## src/rtl/veggie_pkg.sv

```systemverilog
// Shared types and constants for the veggie flight physics.
// Holds the state enum, the frame line and the datapath widths.
package veggie_pkg;

  typedef enum logic [1:0] {
    ST_IDLE   = 2'd0,
    ST_FLYING = 2'd1,
    ST_SPLIT  = 2'd2,
    ST_GONE   = 2'd3
  } veggie_state_e;

  localparam int FRAME_LINE = 768;

  localparam int X_W    = 11;
  localparam int Y_W    = 10;
  localparam int V_W    = 8;
  localparam int RUN_W  = 11;
  localparam int RISE_W = 10;
  localparam int SEP_W  = 8;
  localparam int CALC_W = 12;

  function automatic logic [SEP_W-1:0] sep_grow(
    input logic [SEP_W-1:0] sep,
    input int unsigned      step
  );
    logic [SEP_W:0] sum;
    sum = {1'b0, sep} + (SEP_W+1)'(step);
    return sum[SEP_W] ? {SEP_W{1'b1}} : sum[SEP_W-1:0];
  endfunction

endpackage

```

## src/rtl/veggie_physics_frame_strobe.sv

```systemverilog
// One-cycle frame tick at the start of the frame line.
// A latch-out flag keeps it to one pulse per frame.
module frame_strobe
  import veggie_pkg::*;
(
  input  logic        i_clk,
  input  logic        i_rst,
  input  logic [10:0] i_hcount,
  input  logic [9:0]  i_vcount,
  output logic        o_tick
);

  logic w_line;
  logic w_hit;
  logic r_fired;

  assign w_line = (i_vcount == 10'(FRAME_LINE));
  assign w_hit  = w_line && (i_hcount == '0);
  assign o_tick = w_hit && !r_fired;

  always_ff @(posedge i_clk or posedge i_rst) begin
    if (i_rst) begin
      r_fired <= 1'b0;
    end else if (w_hit) begin
      r_fired <= 1'b1;
    end else if (!w_line) begin
      r_fired <= 1'b0;
    end
  end

endmodule

```

## src/rtl/veggie_physics.sv

```systemverilog
// Per-frame ballistic motion, blade split and exit detection
// for a single launched veggie.
module veggie_physics
  import veggie_pkg::*;
#(
  parameter int GRAVITY  = 1,
  parameter int LAUNCH_Y = 767,
  parameter int GONE_Y   = 900,
  parameter int SCREEN_W = 1024,
  parameter int SEP_STEP = 2
) (
  input  logic               pixel_clk_in,
  input  logic               rst_in,
  input  logic [10:0]        hcount_in,
  input  logic [9:0]         vcount_in,
  input  logic               launch_in,
  input  logic [10:0]        launch_x_in,
  input  logic signed [7:0]  launch_vx_in,
  input  logic signed [7:0]  launch_vy_in,
  input  logic               slice_in,
  input  logic signed [10:0] run_in,
  input  logic signed [9:0]  rise_in,
  output logic [10:0]        x_out,
  output logic [9:0]         y_out,
  output logic               split_out,
  output logic signed [10:0] run_out,
  output logic signed [9:0]  rise_out,
  output logic [7:0]         sep_out,
  output logic               veggie_gone_out,
  output logic               active_out
);

  veggie_state_e r_state;

  logic [X_W-1:0]           r_x;
  logic [Y_W-1:0]           r_y;
  logic signed [V_W-1:0]    r_vx;
  logic signed [V_W-1:0]    r_vy;
  logic [SEP_W-1:0]         r_sep;
  logic signed [RUN_W-1:0]  r_run;
  logic signed [RISE_W-1:0] r_rise;
  logic                     r_split;
  logic                     r_gone;

  logic                     w_tick;
  logic signed [CALC_W-1:0] w_x_nx;
  logic signed [CALC_W-1:0] w_y_nx;
  logic signed [CALC_W-1:0] w_vy_inc;
  logic signed [V_W-1:0]    w_vy_sat;
  logic                     w_y_neg;
  logic [Y_W-1:0]           w_y_upd;
  logic signed [V_W-1:0]    w_vy_upd;
  logic                     w_exit;
  logic                     w_flat;
  logic signed [RUN_W-1:0]  w_run_sel;
  logic signed [RISE_W-1:0] w_rise_sel;

  frame_strobe u_strobe (
    .i_clk    (pixel_clk_in),
    .i_rst    (rst_in),
    .i_hcount (hcount_in),
    .i_vcount (vcount_in),
    .o_tick   (w_tick)
  );

  assign w_x_nx   = $signed({1'b0, r_x}) + CALC_W'(r_vx);
  assign w_y_nx   = $signed({2'b00, r_y}) + CALC_W'(r_vy);
  assign w_vy_inc = CALC_W'(r_vy) + CALC_W'(GRAVITY);
  assign w_vy_sat = (w_vy_inc > CALC_W'(127)) ?
                    8'sd127 : w_vy_inc[V_W-1:0];

  // Hitting the top edge stops the climb dead.
  assign w_y_neg  = (w_y_nx < 0);
  assign w_y_upd  = w_y_neg ? '0 : w_y_nx[Y_W-1:0];
  assign w_vy_upd = w_y_neg ? '0 : w_vy_sat;

  assign w_exit = (w_x_nx < 0)
               || (w_x_nx > CALC_W'(SCREEN_W - 1))
               || ((w_y_nx >= CALC_W'(GONE_Y)) && (r_vy >= 0));

  // A null blade direction falls back to a horizontal cut.
  assign w_flat     = (run_in == '0) && (rise_in == '0);
  assign w_run_sel  = w_flat ? 11'sd1 : run_in;
  assign w_rise_sel = w_flat ? 10'sd0 : rise_in;

  always_ff @(posedge pixel_clk_in or posedge rst_in) begin
    if (rst_in) begin
      r_state <= ST_IDLE;
      r_x     <= '0;
      r_y     <= '0;
      r_vx    <= '0;
      r_vy    <= '0;
      r_sep   <= '0;
      r_run   <= '0;
      r_rise  <= '0;
      r_split <= 1'b0;
      r_gone  <= 1'b0;
    end else begin
      unique case (r_state)
        ST_IDLE, ST_GONE: begin
          if (launch_in) begin
            r_state <= ST_FLYING;
            r_x     <= launch_x_in;
            r_y     <= Y_W'(LAUNCH_Y);
            r_vx    <= launch_vx_in;
            r_vy    <= launch_vy_in;
            r_sep   <= '0;
            r_split <= 1'b0;
            r_gone  <= 1'b0;
          end
        end
        ST_FLYING, ST_SPLIT: begin
          if (w_tick && w_exit) begin
            r_state <= ST_GONE;
            r_gone  <= 1'b1;
          end else begin
            if (w_tick) begin
              r_x  <= w_x_nx[X_W-1:0];
              r_y  <= w_y_upd;
              r_vy <= w_vy_upd;
              if (r_state == ST_SPLIT) begin
                r_sep <= sep_grow(r_sep, SEP_STEP);
              end
            end
            if (r_state == ST_FLYING && slice_in) begin
              r_state <= ST_SPLIT;
              r_run   <= w_run_sel;
              r_rise  <= w_rise_sel;
              r_split <= 1'b1;
            end
          end
        end
      endcase
    end
  end

  assign x_out           = r_x;
  assign y_out           = r_y;
  assign split_out       = r_split;
  assign run_out         = r_run;
  assign rise_out        = r_rise;
  assign sep_out         = r_sep;
  assign veggie_gone_out = r_gone;
  assign active_out      = (r_state == ST_FLYING)
                        || (r_state == ST_SPLIT);

endmodule

```

## config.mk

```make
export PLATFORM = sky130hd
export DESIGN_NAME = veggie_physics
export DESIGN_NICKNAME = d
export VERILOG_FILES = /design/src/rtl/veggie_pkg.sv /design/src/rtl/veggie_physics_frame_strobe.sv /design/src/rtl/veggie_physics.sv
export SDC_FILE = /design/constraint.sdc
export NUM_CORES = 1
export LEC_CHECK = 0
export CORE_ASPECT_RATIO = 0.5
export CORE_MARGIN = 2
export CORE_UTILIZATION = 50
export DETAILED_ROUTE_END_ITERATION = 16
export GPL_ROUTABILITY_DRIVEN = 0
export PLACE_DENSITY_LB_ADDON = 0.3
export RECOVER_POWER = 25
export SYNTH_ARGS = -nofsm -noshare
export SYNTH_HDL_FRONTEND = slang
export SYNTH_HIERARCHICAL = 1
export SYNTH_SLANG_ARGS = --single-unit
```

## constraint.sdc

```tcl
create_clock -name pixel_clk_in -period 8.2 [get_ports pixel_clk_in]
set_clock_uncertainty 0.1 [all_clocks]
set_input_delay 0.82 -clock pixel_clk_in [delete_from_list [all_inputs] [get_ports pixel_clk_in]]
set_output_delay 0.82 -clock pixel_clk_in [all_outputs]
set_load 0.05 [all_outputs]
```

==> impl_metrics.tcl, run 1 <==
set metrics [dict create \
    p_per_area_mw_per_mm2 128 \
    place_inst 703 \
    clockPowerShare_pct 50.5 \
    grt_pass1_vias 3989 \
    ys.flop_type "dfrtp_1" \
    cp_top_family "buffers and inverters" \
    fill_cells 677 \
    multi_input_area_mm2 0.00262 \
    design.die.area_mm2 0.0101 \
    setup_tns_ps 0 \
    postSynthAreaPerCell_um2 9.69 \
    ys_top_cells_by_area "dfrtp_1, ha_1, mux2_4" \
    cts-resized-gates 0 \
    viasPerCell 5.57 \
    yosysWarnings 6 \
    power_frac_seq_pct 43.8 \
    yosysTopAreaCell "dfrtp_1" \
    cp_slowest_stage_delay_ps 2630 \
    hold_path_class "flip-flop to flip-flop" \
    synth_common_cells "dfrtp_1, nand2_1, a21oi_1, nor2_1, inv_1" \
    switching_share_pct 22.3 \
    netSwitchingPower_uw 178 \
    status "finished with violations" \
    synthCells 477 \
    ant_nets 0 \
    synth_edf_count 0 \
    fin_cells 719 \
    insertion_delay_ps 330 \
    criticalPathCategory "input port to async pin" \
    grt_max_degree 71 \
    violations "capacitance limit, slew limit" \
    synth_top_cell_area_share_pct 38.4 \
    place_ws_ps 3680 \
    rows 24 \
    synth_cell_types 70 \
    ir_drop_v 0.0000943 \
    drive_gt1_share_pct 10.1 \
    htreeDepth 3 \
    leakagePower_nw 2.84 \
    grt_pass1_wl_mm 19.2 \
    netlist_area_mm2 0.00462 \
    finalSetupViolCount 0 \
    postCtsSetupRepairBufs 0 \
    vias 4004 \
    finalMaxSlewViolations 71 \
    critPathCaptureType "async pin" \
    cp_slowest_cell "clkbuf_1" \
    worstPathRequired_ps 7670 \
    num_io_pins 126 \
    clock_sinks 71 \
    ctsHoldBuffers 0 \
    design_area_mm2 0.00622 \
    yosysMostFrequentCell "dfrtp_1" \
    seq_area_mm2 0.00178 \
    core_area_mm2 0.00883 \
    post_drt_wl_per_cell_um 16.0 \
    first_pass_iters 5 \
    hold_violations 0 \
    critPathMaxFanout 70 \
    dpl.hpwl_mm 8.34 \
    critPathBufInv 3 \
    cts_tree "yes" \
    setup_slack_ps 3550 \
    placed_cell_area_mm2 0.00592 \
    drt-initial-drc-count 290 \
    numCtsBuffers 9 \
    period_needed_ps 4650 \
    crit_arrival_ps 4120 \
    rsz0062_at_grt "false" \
    initial_core_util_pct 52.4 \
    diodes 0 \
    min_period_over_period_pct 56.7 \
    p_comb_share_pct 5.7 \
    area_growth_pct 34.6 \
    synth_seq_cells 71 \
    p_total_uw 799 \
    seq_area_frac_synth_pct 38.4 \
    io_buffers 125 \
    grt_overflow 0 \
    fp.dieW_um 140 \
    cp-start-kind "input port" \
    cts_buffer_depth 2 \
    path_cells "dlygate4sd3_1 -> clkinv_1 -> clkbuf_1" \
    antenna_found_initial 0 \
    fmax_ghz 0.215 \
    relSlewSlack_pct -151 \
    drc_errors 0 \
    worst_slew_pin_slew_ps 3770 \
    cap_violations 1 \
    grt_use_total_pct 23.6 \
    cts.reportedPaths.clkPinSlew_ps 60 \
    fp.dieH_um 72.0 \
    async_flop_share_pct 100 \
    p_int_uw 621 \
    syn-num-nets 580 \
    routed_wl_mm 11.5 \
    nets 700 \
    root_buffer "clkbuf_16" \
]
==> kinds of logic after synthesis <==
| logic type | share of synthesized area, % |
|---|---|
| XOR/XNOR | 3.79 |
| AO/OA/AOI/OAI | 19.8 |
| adder cells (fa/ha/maj) | 8.44 |
| flip-flops | 38.4 |
| multiplexers | 8.44 |
| buffers and inverters | 4.93 |
| AND/OR/NAND/NOR | 16.1 |
==> cells in the final DEF, fill, tap and decap left out, types with 3 or more instances in the layout <==
master / n
clkdlybuf4s50_1: 123
dfrtp_1: 71
nand2_1: 54
a21oi_1: 38
nor2_1: 37
inv_1: 28
ha_1: 28
o21ai_0: 19
mux2_4: 19
nand3_1: 12
xnor2_1: 11
a221oi_1: 10
xor2_1: 9
nor4_1: 9
clkbuf_16: 9
a211oi_1: 7
a2bb2oi_1: 6
mux2i_1: 6
a21o_1: 5
nor3_1: 5
o211ai_1: 5
nor2b_1: 4
o21a_1: 4
mux2_2: 4
and3_1: 4
nand2b_1: 3
a31oi_1: 3
and2_1: 3
nor3b_1: 3
nand4_1: 3
o22a_1: 3
inv_6: 3
==> sequential cells by signal (all words and copies together) (netlist names) <==
| name | count |
|---|---|
| split_out | 1 |
| run_out | 11 |
| sep_out | 8 |
| rise_out | 10 |
| x_out | 11 |
| veggie_gone_out | 1 |
| u_strobe/r_fired | 1 |
| y_out | 10 |
| r_vx | 8 |
| r_state | 2 |
| r_vy | 8 |
==> power by group through the flow <==
stage               registers [mW]  clock network (mW)  logic [mW]
CTS                          0.350               0.409      0.0468
global route                 0.350               0.425      0.0494
detailed placement           0.357                   0      0.0466
finish                       0.350               0.404      0.0455
global placement             0.357                   0      0.0459
floorplan                    0.357                   0     0.00691
==> stage by stage <==
step                      utilization (%)  hold WS (ps)
after global routing                 70.5           401
after detailed placement             67.1           366
after floorplan                         -           350
after global placement               67.1           360
after CTS                            70.5           388
final                                70.5           381
==> metal layers <==
layer	wire length [um]	track usage [%]
met5	0	0
met4	73	5.00
met1	5160	31.5
met2	5440	38.8
met3	844	7.06
==> cell type report <==
| type | count | area share, % |
|---|---|---|
| Sequential cell | 71 | 28.5 |
| Clock inverter | 7 | 1.25 |
| Clock buffer | 9 | 3.62 |
| Inverter | 29 | 1.75 |
| Tap cell | 117 | 2.35 |
| Multi-Input combinational cell | 358 | 42.1 |
| Timing Repair Buffer | 128 | 20.4 |
==> worst paths after layout <==
| check | start | to | slack [ps] | cells after the start |
|---|---|---|---|---|
| max in group pixel_clk_in | r_vy[0] | x_out[8] | 3680 | 10 |
| min in group asynchronous | rst_in | u_strobe/r_fired | 680 | 2 |
| setup / recovery | rst_in | y_out[9] | 3550 | 3 |
| hold reg to reg | split_out | split_out | 380 | 1 |
| setup reg to reg | r_vy[0] | x_out[8] | 3680 | 10 |
| hold / removal | split_out | split_out | 380 | 1 |
No activity file was read; power rests on OpenSTA's default activity.
==> run 2: changes to the inputs <==
--- a/config.mk
+++ b/config.mk
@@ -7,7 +7,7 @@
 export LEC_CHECK = 0
 export CORE_ASPECT_RATIO = 0.5
 export CORE_MARGIN = 2
-export CORE_UTILIZATION = 50
+export CORE_UTILIZATION = 44
 export DETAILED_ROUTE_END_ITERATION = 16
 export GPL_ROUTABILITY_DRIVEN = 0
 export PLACE_DENSITY_LB_ADDON = 0.3
==> constraint.sdc (replaced) <==
create_clock -name pixel_clk_in -period 4.2 [get_ports pixel_clk_in]
set_clock_uncertainty 0.1 [all_clocks]
set_input_delay 0.42 -clock pixel_clk_in [delete_from_list [all_inputs] [get_ports pixel_clk_in]]
set_output_delay 0.42 -clock pixel_clk_in [all_outputs]
set_load 0.05 [all_outputs]
==> run 2 against run 1 <==
Net effect: the run still ends with capacitance limit, slew limit left; sequential share of layout area is 0.45 points lower; worst setup slack worse by 3200 ps; critical path depth is 7 higher; non-clock buffer count is 8 higher; wire length is 0.69% higher; via count is 1.2% higher; count of clock-buffer cells in the layout stayed put; global-route usage is 2.2 points lower; register-to-register slack worse by 3300 ps; total power is 96% higher; utilization is 8.6 points lower; die area is 13% higher.
==> impl_metrics.tcl, run 2 (synthesis gave the netlist of run 1 again) <==
set metrics [dict create \
    design_area_mm2 0.00632 \
    insertion_delay_ps 340 \
    fmax_ghz 0.262 \
    core_area_mm2 0.0102 \
    grt_max_degree 47 \
    post_drt_wl_per_cell_um 15.5 \
    rows 26 \
    num_io_pins 126 \
    r2r-end "run_out[8]" \
    ir_drop_v 0.000194 \
    final_cell_mix "clkdlybuf4s50_1, dfrtp_1, nand2_1" \
    diodes 0 \
    ant_nets 0 \
    grt_pass1_vias 3953 \
    grt_use_total_pct 21.4 \
    critPathBufInv 0 \
    cp_top_family "compound AO/OA/AOI/OAI gates" \
    hold_path_class "input port to async pin" \
    criticalPathCategory "flip-flop to flip-flop" \
    dpl.hpwl_mm 8.39 \
    io_buffers 125 \
    design.die.area_mm2 0.0114 \
    placed_cell_area_mm2 0.00602 \
    relSlewSlack_pct -24.7 \
    finalSetupViolCount 0 \
    violations "capacitance limit, slew limit" \
    cp-start-kind "flip-flop" \
    period_needed_ps 3810 \
    fp.dieW_um 149 \
    clock_sinks 71 \
    critPathCaptureType "flip-flop" \
    worst_slew_pin_slew_ps 1870 \
    htreeDepth 3 \
    r2r_slack_ps 390 \
    r2r_start "r_vy[0]" \
    status "finished with violations" \
    path_cells "ha_1 -> fa_1 -> a211oi_2 -> or4b_1 -> nand4_1 -> nor4_1 -> o41a_1 -> o211ai_2 -> a21oi_4 -> mux2_2" \
    area_growth_pct 36.8 \
    cp_slowest_cell "a21oi_4" \
    leakagePower_nw 2.87 \
    setup_tns_ps 0 \
    antenna_found_initial 0 \
    initial_core_util_pct 45.3 \
    drive_gt1_share_pct 11.5 \
    nets 708 \
    root_buffer "clkbuf_16" \
    cp_slowest_stage_delay_ps 810 \
    grt_overflow 0 \
    hold_violations 0 \
    viasPerCell 5.40 \
    cts.reportedPaths.clkPinSlew_ps 60 \
    cts_tree "yes" \
    reg2reg_depth 10 \
    postCtsSetupRepairBufs 0 \
    min_period_over_period_pct 90.8 \
    fp.dieH_um 76.5 \
    drc_errors 0 \
    cap_violations 1 \
    grt_pass1_wl_mm 19.6 \
    routed_wl_mm 11.6 \
    vias 4051 \
    finalMaxSlewViolations 47 \
    crit_arrival_ps 3940 \
    first_pass_iters 5 \
    worstPathRequired_ps 4330 \
    rsz0062_at_grt "false" \
    p_per_area_mw_per_mm2 247 \
    drt-initial-drc-count 261 \
    numCtsBuffers 9 \
    layout.cells.most_common "clkdlybuf4s50_1" \
    cts_buffer_depth 2 \
    critPathMaxFanout 22 \
]
[run 2: how the worst max path moves through the flow]
stage             endpoint  depth (start not counted)      from  slack (ps)
6_report        run_out[8]                         10   r_vy[0]         390
5_1_grt         run_out[8]                         10   r_vy[0]          90
4_1_cts           x_out[0]                         11   r_vy[0]         270
3_5_place_dp      x_out[0]                         11   r_vy[0]         290
3_3_place_gp      x_out[0]                         11   r_vy[0]         450
2_1_floorplan  rise_out[6]                         11  y_out[0]         850
[run 2: where the power goes]
part	leakage (nW)	switching, mW	internal, mW	total, mW
Combinational	1.82	0.0282	0.0613	0.0896
Sequential	0.909	0.00000931	0.684	0.684
Clock	0.144	0.324	0.467	0.791
Total	2.87	0.352	1.21	1.56
[run 2: cell type report]
type | count | area, um2
clock buffers | 9 | 225
inverters | 29 | 109
flip-flops and latches | 71 | 1780
multi-input cells | 358 | 2630
fillers | 891 | 3890
well taps | 140 | 175
repair buffers | 136 | 1330
clock inverters | 7 | 78.8
[run 2: worst reg2reg max path, delay by kind of cell (launching register included)]
family	cells	cell delay [ps]
compound gates	4	1490
fa+ha+maj	2	690
flops	1	430
mux	1	420
simple gates	3	580
[run 2: routing by layer]
| metal | wire length (um) | track usage, % | vias to the layer above |
|---|---|---|---|
| met5 | 0 | 0 | - |
| met4 | 185 | 5.90 | 0 |
| met3 | 761 | 6.35 | 17 |
| met2 | 5070 | 32.5 | 121 |
| met1 | 5580 | 29.8 | 1927 |
| li1 | - | - | 1986 |
[run 2: through the flow]
| step | hold WS [ps] | total power, mW | cells | setup WS, ps | util (%) |
|---|---|---|---|---|---|
| final | 266 | 1.56 | 750 | 387 | 61.9 |
| after global routing | 264 | 1.62 | 750 | 94.2 | 61.9 |
| after CTS | 144 | 1.58 | 750 | 266 | 61.9 |
| after detailed placement | 370 | 0.789 | 734 | 291 | 58.9 |
| after global placement | 362 | 0.787 | 734 | 453 | 58.9 |
| after floorplan | 48.7 | 0.710 | 477 | 849 | - |
[run 2: what timing repair did]
| item | in CTS | in global routing |
|---|---|---|
| setup endpoints to repair | 0 | 5 |
| hold buffers | 0 | 0 |
| gates resized for setup | 0 | 1 |
==> run 3: changes to the inputs <==
--- a/config.mk
+++ b/config.mk
@@ -12,6 +12,7 @@
 export GPL_ROUTABILITY_DRIVEN = 0
 export PLACE_DENSITY_LB_ADDON = 0.3
 export RECOVER_POWER = 25
+export SLEW_MARGIN = 0
 export SYNTH_ARGS = -nofsm -noshare
 export SYNTH_HDL_FRONTEND = slang
 export SYNTH_HIERARCHICAL = 1
==> results of run 3 <==
The final DEF is identical to that of run 2; final timing and power are the same.
